`src/rtl/mdu_pkg.sv`:
```
// Shared encodings and sizing for the iterative multiply/divide unit.
package mdu_pkg;

  localparam int unsigned MDU_WIDTH = 32;

  typedef enum logic [1:0] {
    MDU_MULU  = 2'd0,
    MDU_MULHU = 2'd1,
    MDU_DIVU  = 2'd2,
    MDU_REMU  = 2'd3
  } mdu_op_e;

  typedef enum logic [1:0] {
    MDU_IDLE = 2'd0,
    MDU_RUN  = 2'd1,
    MDU_WB   = 2'd2
  } mdu_state_e;

endpackage

```
`src/rtl/mdu_step.sv`:
```
// One combinational iteration: shift-add multiply step or restoring divide step.
module mdu_step
  import mdu_pkg::*;
#(
  parameter int unsigned WIDTH = MDU_WIDTH
) (
  input  logic               is_div_i,
  input  logic [2*WIDTH-1:0] acc_i,
  input  logic [WIDTH-1:0]   opnd_i,
  output logic [2*WIDTH-1:0] acc_o
);

  logic [WIDTH:0]   sum;
  logic [WIDTH:0]   rem_ext;
  logic [WIDTH-1:0] diff;
  logic             ge;

  // Multiply: acc = {partial, multiplier}, add multiplicand on LSB then shift right.
  // Divide:   acc = {remainder, dividend/quotient}, shift left and restore.
  always_comb begin
    sum     = '0;
    rem_ext = '0;
    diff    = '0;
    ge      = 1'b0;
    acc_o   = '0;
    if (is_div_i) begin
      rem_ext = {acc_i[2*WIDTH-1:WIDTH], acc_i[WIDTH-1]};
      ge      = (rem_ext >= {1'b0, opnd_i});
      // When ge holds the true difference is below the divisor, so WIDTH bits suffice.
      diff    = rem_ext[WIDTH-1:0] - opnd_i;
      acc_o   = {(ge ? diff : rem_ext[WIDTH-1:0]), acc_i[WIDTH-2:0], ge};
    end else begin
      sum   = {1'b0, acc_i[2*WIDTH-1:WIDTH]} +
              (acc_i[0] ? {1'b0, opnd_i} : {(WIDTH+1){1'b0}});
      acc_o = {sum, acc_i[WIDTH-1:1]};
    end
  end

endmodule

```
`src/rtl/mdu_seq.sv`:
```
// Sequential multiply/divide unit: capture operands, iterate WIDTH steps,
// then issue a single-cycle register file write-back.
module mdu_seq
  import mdu_pkg::*;
#(
  parameter int unsigned WIDTH = MDU_WIDTH
) (
  input  logic             CLK,
  input  logic             RST_n,
  input  logic             start,
  input  logic [1:0]       op,
  input  logic [WIDTH-1:0] src_a,
  input  logic [WIDTH-1:0] src_b,
  input  logic [4:0]       dst,
  output logic             busy,
  output logic             done,
  output logic             wb_we,
  output logic [4:0]       wb_waddr,
  output logic [WIDTH-1:0] wb_wdata
);

  localparam int unsigned CNT_W = $clog2(WIDTH) + 1;

  mdu_state_e         state_q;
  mdu_op_e            op_q;
  logic [CNT_W-1:0]   cnt_q;
  logic [2*WIDTH-1:0] acc_q;
  logic [2*WIDTH-1:0] acc_d;
  logic [WIDTH-1:0]   opnd_q;
  logic [4:0]         dst_q;
  logic               is_div;
  logic               sel_hi;

  assign is_div = (op_q == MDU_DIVU) || (op_q == MDU_REMU);
  assign sel_hi = (op_q == MDU_MULHU) || (op_q == MDU_REMU);

  mdu_step #(.WIDTH(WIDTH)) u_step (
    .is_div_i (is_div),
    .acc_i    (acc_q),
    .opnd_i   (opnd_q),
    .acc_o    (acc_d)
  );

  // Reset input is active-high despite its name.
  always_ff @(posedge CLK or posedge RST_n) begin
    if (RST_n) begin
      state_q  <= MDU_IDLE;
      op_q     <= MDU_MULU;
      cnt_q    <= '0;
      acc_q    <= '0;
      opnd_q   <= '0;
      dst_q    <= '0;
      busy     <= 1'b0;
      done     <= 1'b0;
      wb_we    <= 1'b0;
      wb_waddr <= '0;
      wb_wdata <= '0;
    end else begin
      done  <= 1'b0;
      wb_we <= 1'b0;
      case (state_q)
        MDU_IDLE: begin
          if (start) begin
            op_q    <= mdu_op_e'(op);
            dst_q   <= dst;
            // Low half of acc holds the multiplier or the dividend; opnd the other.
            acc_q   <= {{WIDTH{1'b0}}, (op[1] ? src_a : src_b)};
            opnd_q  <= op[1] ? src_b : src_a;
            cnt_q   <= '0;
            busy    <= 1'b1;
            state_q <= MDU_RUN;
          end
        end
        MDU_RUN: begin
          acc_q <= acc_d;
          cnt_q <= cnt_q + CNT_W'(1);
          if (cnt_q == CNT_W'(WIDTH - 1)) begin
            state_q  <= MDU_WB;
            wb_we    <= 1'b1;
            done     <= 1'b1;
            wb_waddr <= dst_q;
            wb_wdata <= sel_hi ? acc_d[2*WIDTH-1:WIDTH] : acc_d[WIDTH-1:0];
          end
        end
        MDU_WB: begin
          busy    <= 1'b0;
          state_q <= MDU_IDLE;
        end
        default: begin
          busy    <= 1'b0;
          state_q <= MDU_IDLE;
        end
      endcase
    end
  end

endmodule
```
`config.mk`:
```
export PLATFORM = sky130hd
export DESIGN_NAME = mdu_seq
export DESIGN_NICKNAME = d
export VERILOG_FILES = /design/src/rtl/mdu_pkg.sv /design/src/rtl/mdu_step.sv /design/src/rtl/mdu_seq.sv
export SDC_FILE = /design/constraint.sdc
export NUM_CORES = 1
export LEC_CHECK = 0
export ABC_CLOCK_PERIOD_IN_PS = 5300
export BUFFER_PORTS_ARGS = -buffer_cell sky130_fd_sc_hd__buf_2
export CORE_MARGIN = 5
export CORE_UTILIZATION = 61
export CTS_CLUSTER_SIZE = 12
export DETAILED_ROUTE_END_ITERATION = 7
export GPL_TIMING_DRIVEN = 1
export PLACE_DENSITY = 0.82
export SYNTH_ARGS = -nofsm -noshare
export SYNTH_HDL_FRONTEND = slang
export SYNTH_SLANG_ARGS = --single-unit
```
`constraint.sdc`:
```
create_clock -name CLK -period 5.3 [get_ports CLK]
set_clock_uncertainty 0.15 [all_clocks]
set_input_delay 0.265 -clock CLK [delete_from_list [all_inputs] [get_ports CLK]]
set_output_delay 0.265 -clock CLK [all_outputs]
set_load 0.1 [all_outputs]
```
==> results.md <==
* Net Switching at 5.46 mW
* IO buf count at 113
* TritonCTS sink count at 150
* Final WS setup at 0.958 ns
* Unrepaired setup endpoints after global routing: no
* Routed len/inst at 21.4 um
* Sequential-to-total area share from yosys stat at roughly a third
* Via count of the routed design at 11200
* FF-to-FF path depth at 14
* Comb power frac at around two thirds
* Worst hold slack at -0.00376 ns
* Crit share post-route at 81.9%
* Ys flop type: dfrtp_1
* Worst EP required at 5.51 ns
* Post-synth ARST share at 100%
* Critical-path cell list: and2_1 -> ha_1 -> inv_1 -> fa_1 -> nand2b_1 -> a21oi_1 -> a211oi_2 -> o21a_1 -> o21ai_2 -> a31oi_1 -> o221a_2 -> xnor2_1 -> mux4_2 -> o21ai_1
* CORE AREA at 18700 sq um
* Crit Path Class: register to register
* Hold path cells at 3
* Most common cell after layout, fill and taps aside: nand2_1
* Ant diodes at 0
* Final TNS setup at 0 ns
* Max_cap viols at 0
* Clock Path Buffers at 2
* Setup violators final at 0
* CTS tree: built
* Mapped Cells at 1408
* Initial core utilization at 61.8%
* Yosys cell types at 74
* Post-synth EDFFs at 0
* Pint at 4.54 mW
* Switch share at 54.6%
* Final hold violation count at 2
* Area of the mapped netlist at 11600 sq um
* Worst Hold Class: input pin to register
* Startpoint Class: register
* Vias per cell at 6.48
* Worst reg2reg path startpoint: acc_q[0]
* Critical Path Max Stage Delay at slightly above 1 ns
* Crit. End Element: register
* Leak Pwr at 6.08 nW
* DIE HEIGHT at around 150 um
* Inserted Clock Buffers at 17
* DRT Pass-1 Iters at 6
* Setup WS pre-CTS at ~0.98 ns
* Max Clk Rate at 0.230 GHz
* Critical Path Sink: wb_wdata[25]
* Largest net degree at the start of global routing at between 100 and 150
* Cts repair resizes at 0
* Layout cells sized above 1 at 13.8%
* Iteration-0 DRC Markers at 1193
* Vias in the first global route at 10700
* Initial antenna violation count at 1
* ANT nets after route at 0
* DRC Markers at 0
* Min Tclk post-route at 4.34 ns
* Root buffer cell: clkbuf_16
* Sequential power share at about 22%
* FF-to-FF End: wb_wdata[25]
* Area grow syn2layout at 12.0%
* FF+latch count, synth at 150
* Worst-skew pair later-pin latency at 0.44 ns
* Row count at 50
* RePlAce Congestion at about 1
* Layout Nets at 1621
* Clk pwr share at between 10% and 20%
* Clock transition at path regs at 0.08 ns
* Failing checks: hold timing
* GR Overflow Total at 0
* Worst reg-to-reg setup slack at 0.96 ns
* Status: finished with violations
* Syn_area_per_cell at slightly above 8 sq um
* Setup bufs post-CTS at 0
* Die W at 148 um
* PD cells at 772 nW/um^2
* Max stage delay cell, worst path: dfrtp_1
* Gr usage total at about a third
* Die area at 21800 sq um
* Worst Path Max Fanout at 34
* Syn nets at 1549
* Critical path startpoint: acc_q[0]
* Synth warnings at 0
* Peak supply drop at 0.524 mV
* Total I/O pin count at 114
* H-tree depth at 4
* WP data arrival at 4.56 ns
* Hpwl dp at 26600 um
* Most frequent cells in the layout: 197 x nand2_1, 149 x dfrtp_1, 139 x o21ai_0
* First-pass GRT wire length at 58800 um
* Fin. max-slew vios at 0
* Rel. slew slack at 21.7%
* Final wirelength at 36900 um
* Worst slew pin tran at 1.17 ns
## flip-flops by register name, summed over array words and instances, names as in the netlist
name      count
acc_q        64
busy          1
cnt_q         6
dst_q         5
op_q          2
opnd_q       32
state_q       2
wb_waddr      5
wb_wdata     32
wb_we         1
## synthesized netlist by cell type (4+ instances only)
master | n | area share [%]
o21ai_1 | 6 | 0.26
nor3_1 | 21 | 0.91
a211o_1 | 5 | 0.38
xnor2_1 | 35 | 2.7
a21oi_1 | 124 | 5.4
o221ai_1 | 7 | 0.53
o211ai_1 | 13 | 0.84
and3_1 | 11 | 0.60
nand2_1 | 199 | 6.5
or3_1 | 10 | 0.54
buf_1 | 7 | 0.23
dfrtp_1 | 150 | 32
mux2i_1 | 81 | 7.0
buf_2 | 8 | 0.35
xor2_1 | 22 | 1.7
nor2b_1 | 8 | 0.43
and2_1 | 36 | 1.9
clkbuf_1 | 66 | 2.1
nand4_1 | 15 | 0.81
a21o_1 | 31 | 2.0
a31oi_1 | 14 | 0.76
o21bai_1 | 9 | 0.58
o31ai_1 | 6 | 0.39
o21ai_0 | 139 | 6.0
ha_1 | 65 | 7.0
nand2b_1 | 5 | 0.27
a22o_1 | 13 | 0.98
a22oi_1 | 16 | 1.0
mux2_2 | 24 | 2.3
nand3_1 | 17 | 0.74
inv_1 | 67 | 2.2
a211oi_1 | 11 | 0.71
and4_1 | 4 | 0.30
nor2_1 | 84 | 2.7
o21a_1 | 12 | 0.78
## worst min-delay path by stage
stage	startpoint	to	slack [ns]
floorplan	dst[0]	dst_q[0]	0.22
global placement	dst_q[4]	wb_waddr[4]	0.30
detailed placement	dst[3]	dst_q[3]	0.31
CTS	src_b[22]	opnd_q[22]	0.0002
global route	src_a[12]	opnd_q[12]	0.03
finish	src_b[22]	opnd_q[22]	-0.004
## area by class of cell
| type | count | area (sq um) |
|---|---|---|
| clock buffers | 17 | 425 |
| clock inverters | 15 | 198 |
| fillers | 1489 | 5750 |
| inverters | 70 | 268 |
| multi-input cells | 1102 | 7210 |
| flip-flops and latches | 150 | 3750 |
| well taps | 234 | 293 |
| repair buffers | 139 | 801 |
## power groups by stage
| stage | registers [mW] | clock network (mW) | logic (mW) |
|---|---|---|---|
| global placement | 2.17 | 0 | 6.19 |
| floorplan | 2.78 | 0 | 4.12 |
| global route | 2.24 | 1.35 | 7.01 |
| CTS | 2.16 | 1.30 | 6.35 |
| finish | 2.19 | 1.30 | 6.51 |
| detailed placement | 2.17 | 0 | 6.28 |
## per-stage QoR
stage	util [%]	instance area, sq um	hold WS [ns]	std cells	power, mW
finish	69.2	13000	-0.00376	1727	10.0
floorplan	-	11600	0.220	1408	6.91
detailed placement	65.1	12200	0.313	1680	8.45
global placement	65.1	12200	0.296	1680	8.36
global route	69.2	13000	0.0256	1727	10.6
CTS	69.2	13000	0.000183	1727	9.81
## worst max-delay path, delay by kind of cell (launching register included)
| kind | cells | cell delay, ns |
|---|---|---|
| flops | 1 | 1.02 |
| xor+xnor | 1 | 0.14 |
| simple gates | 2 | 0.44 |
| mux | 1 | 0.47 |
| fa+ha+maj | 2 | 0.56 |
| buf+inv | 1 | 0.06 |
| compound gates | 7 | 1.43 |
## cells by family after synthesis
family	share of synthesized area, %
mux	9.87
buf+inv	5.28
compound gates	24.0
simple gates	16.7
xor+xnor	4.32
fa+ha+maj	7.38
flops	32.5
## routing by layer
layer	up-vias	part of all wire (%)	global-route usage (%)
met4	2	2.2	9.37
met5	-	0.035	0
met2	622	43	49.6
li1	5175	-	-
met3	67	12	10.7
met1	5318	43	48.5
## repair_timing
item	4_1_cts	5_1_grt
endpoints found under the setup margin	0	0
endpoints found under the hold margin	119	0
hold buffers	15	0
Note: power is estimated with default switching activity, not from simulation.
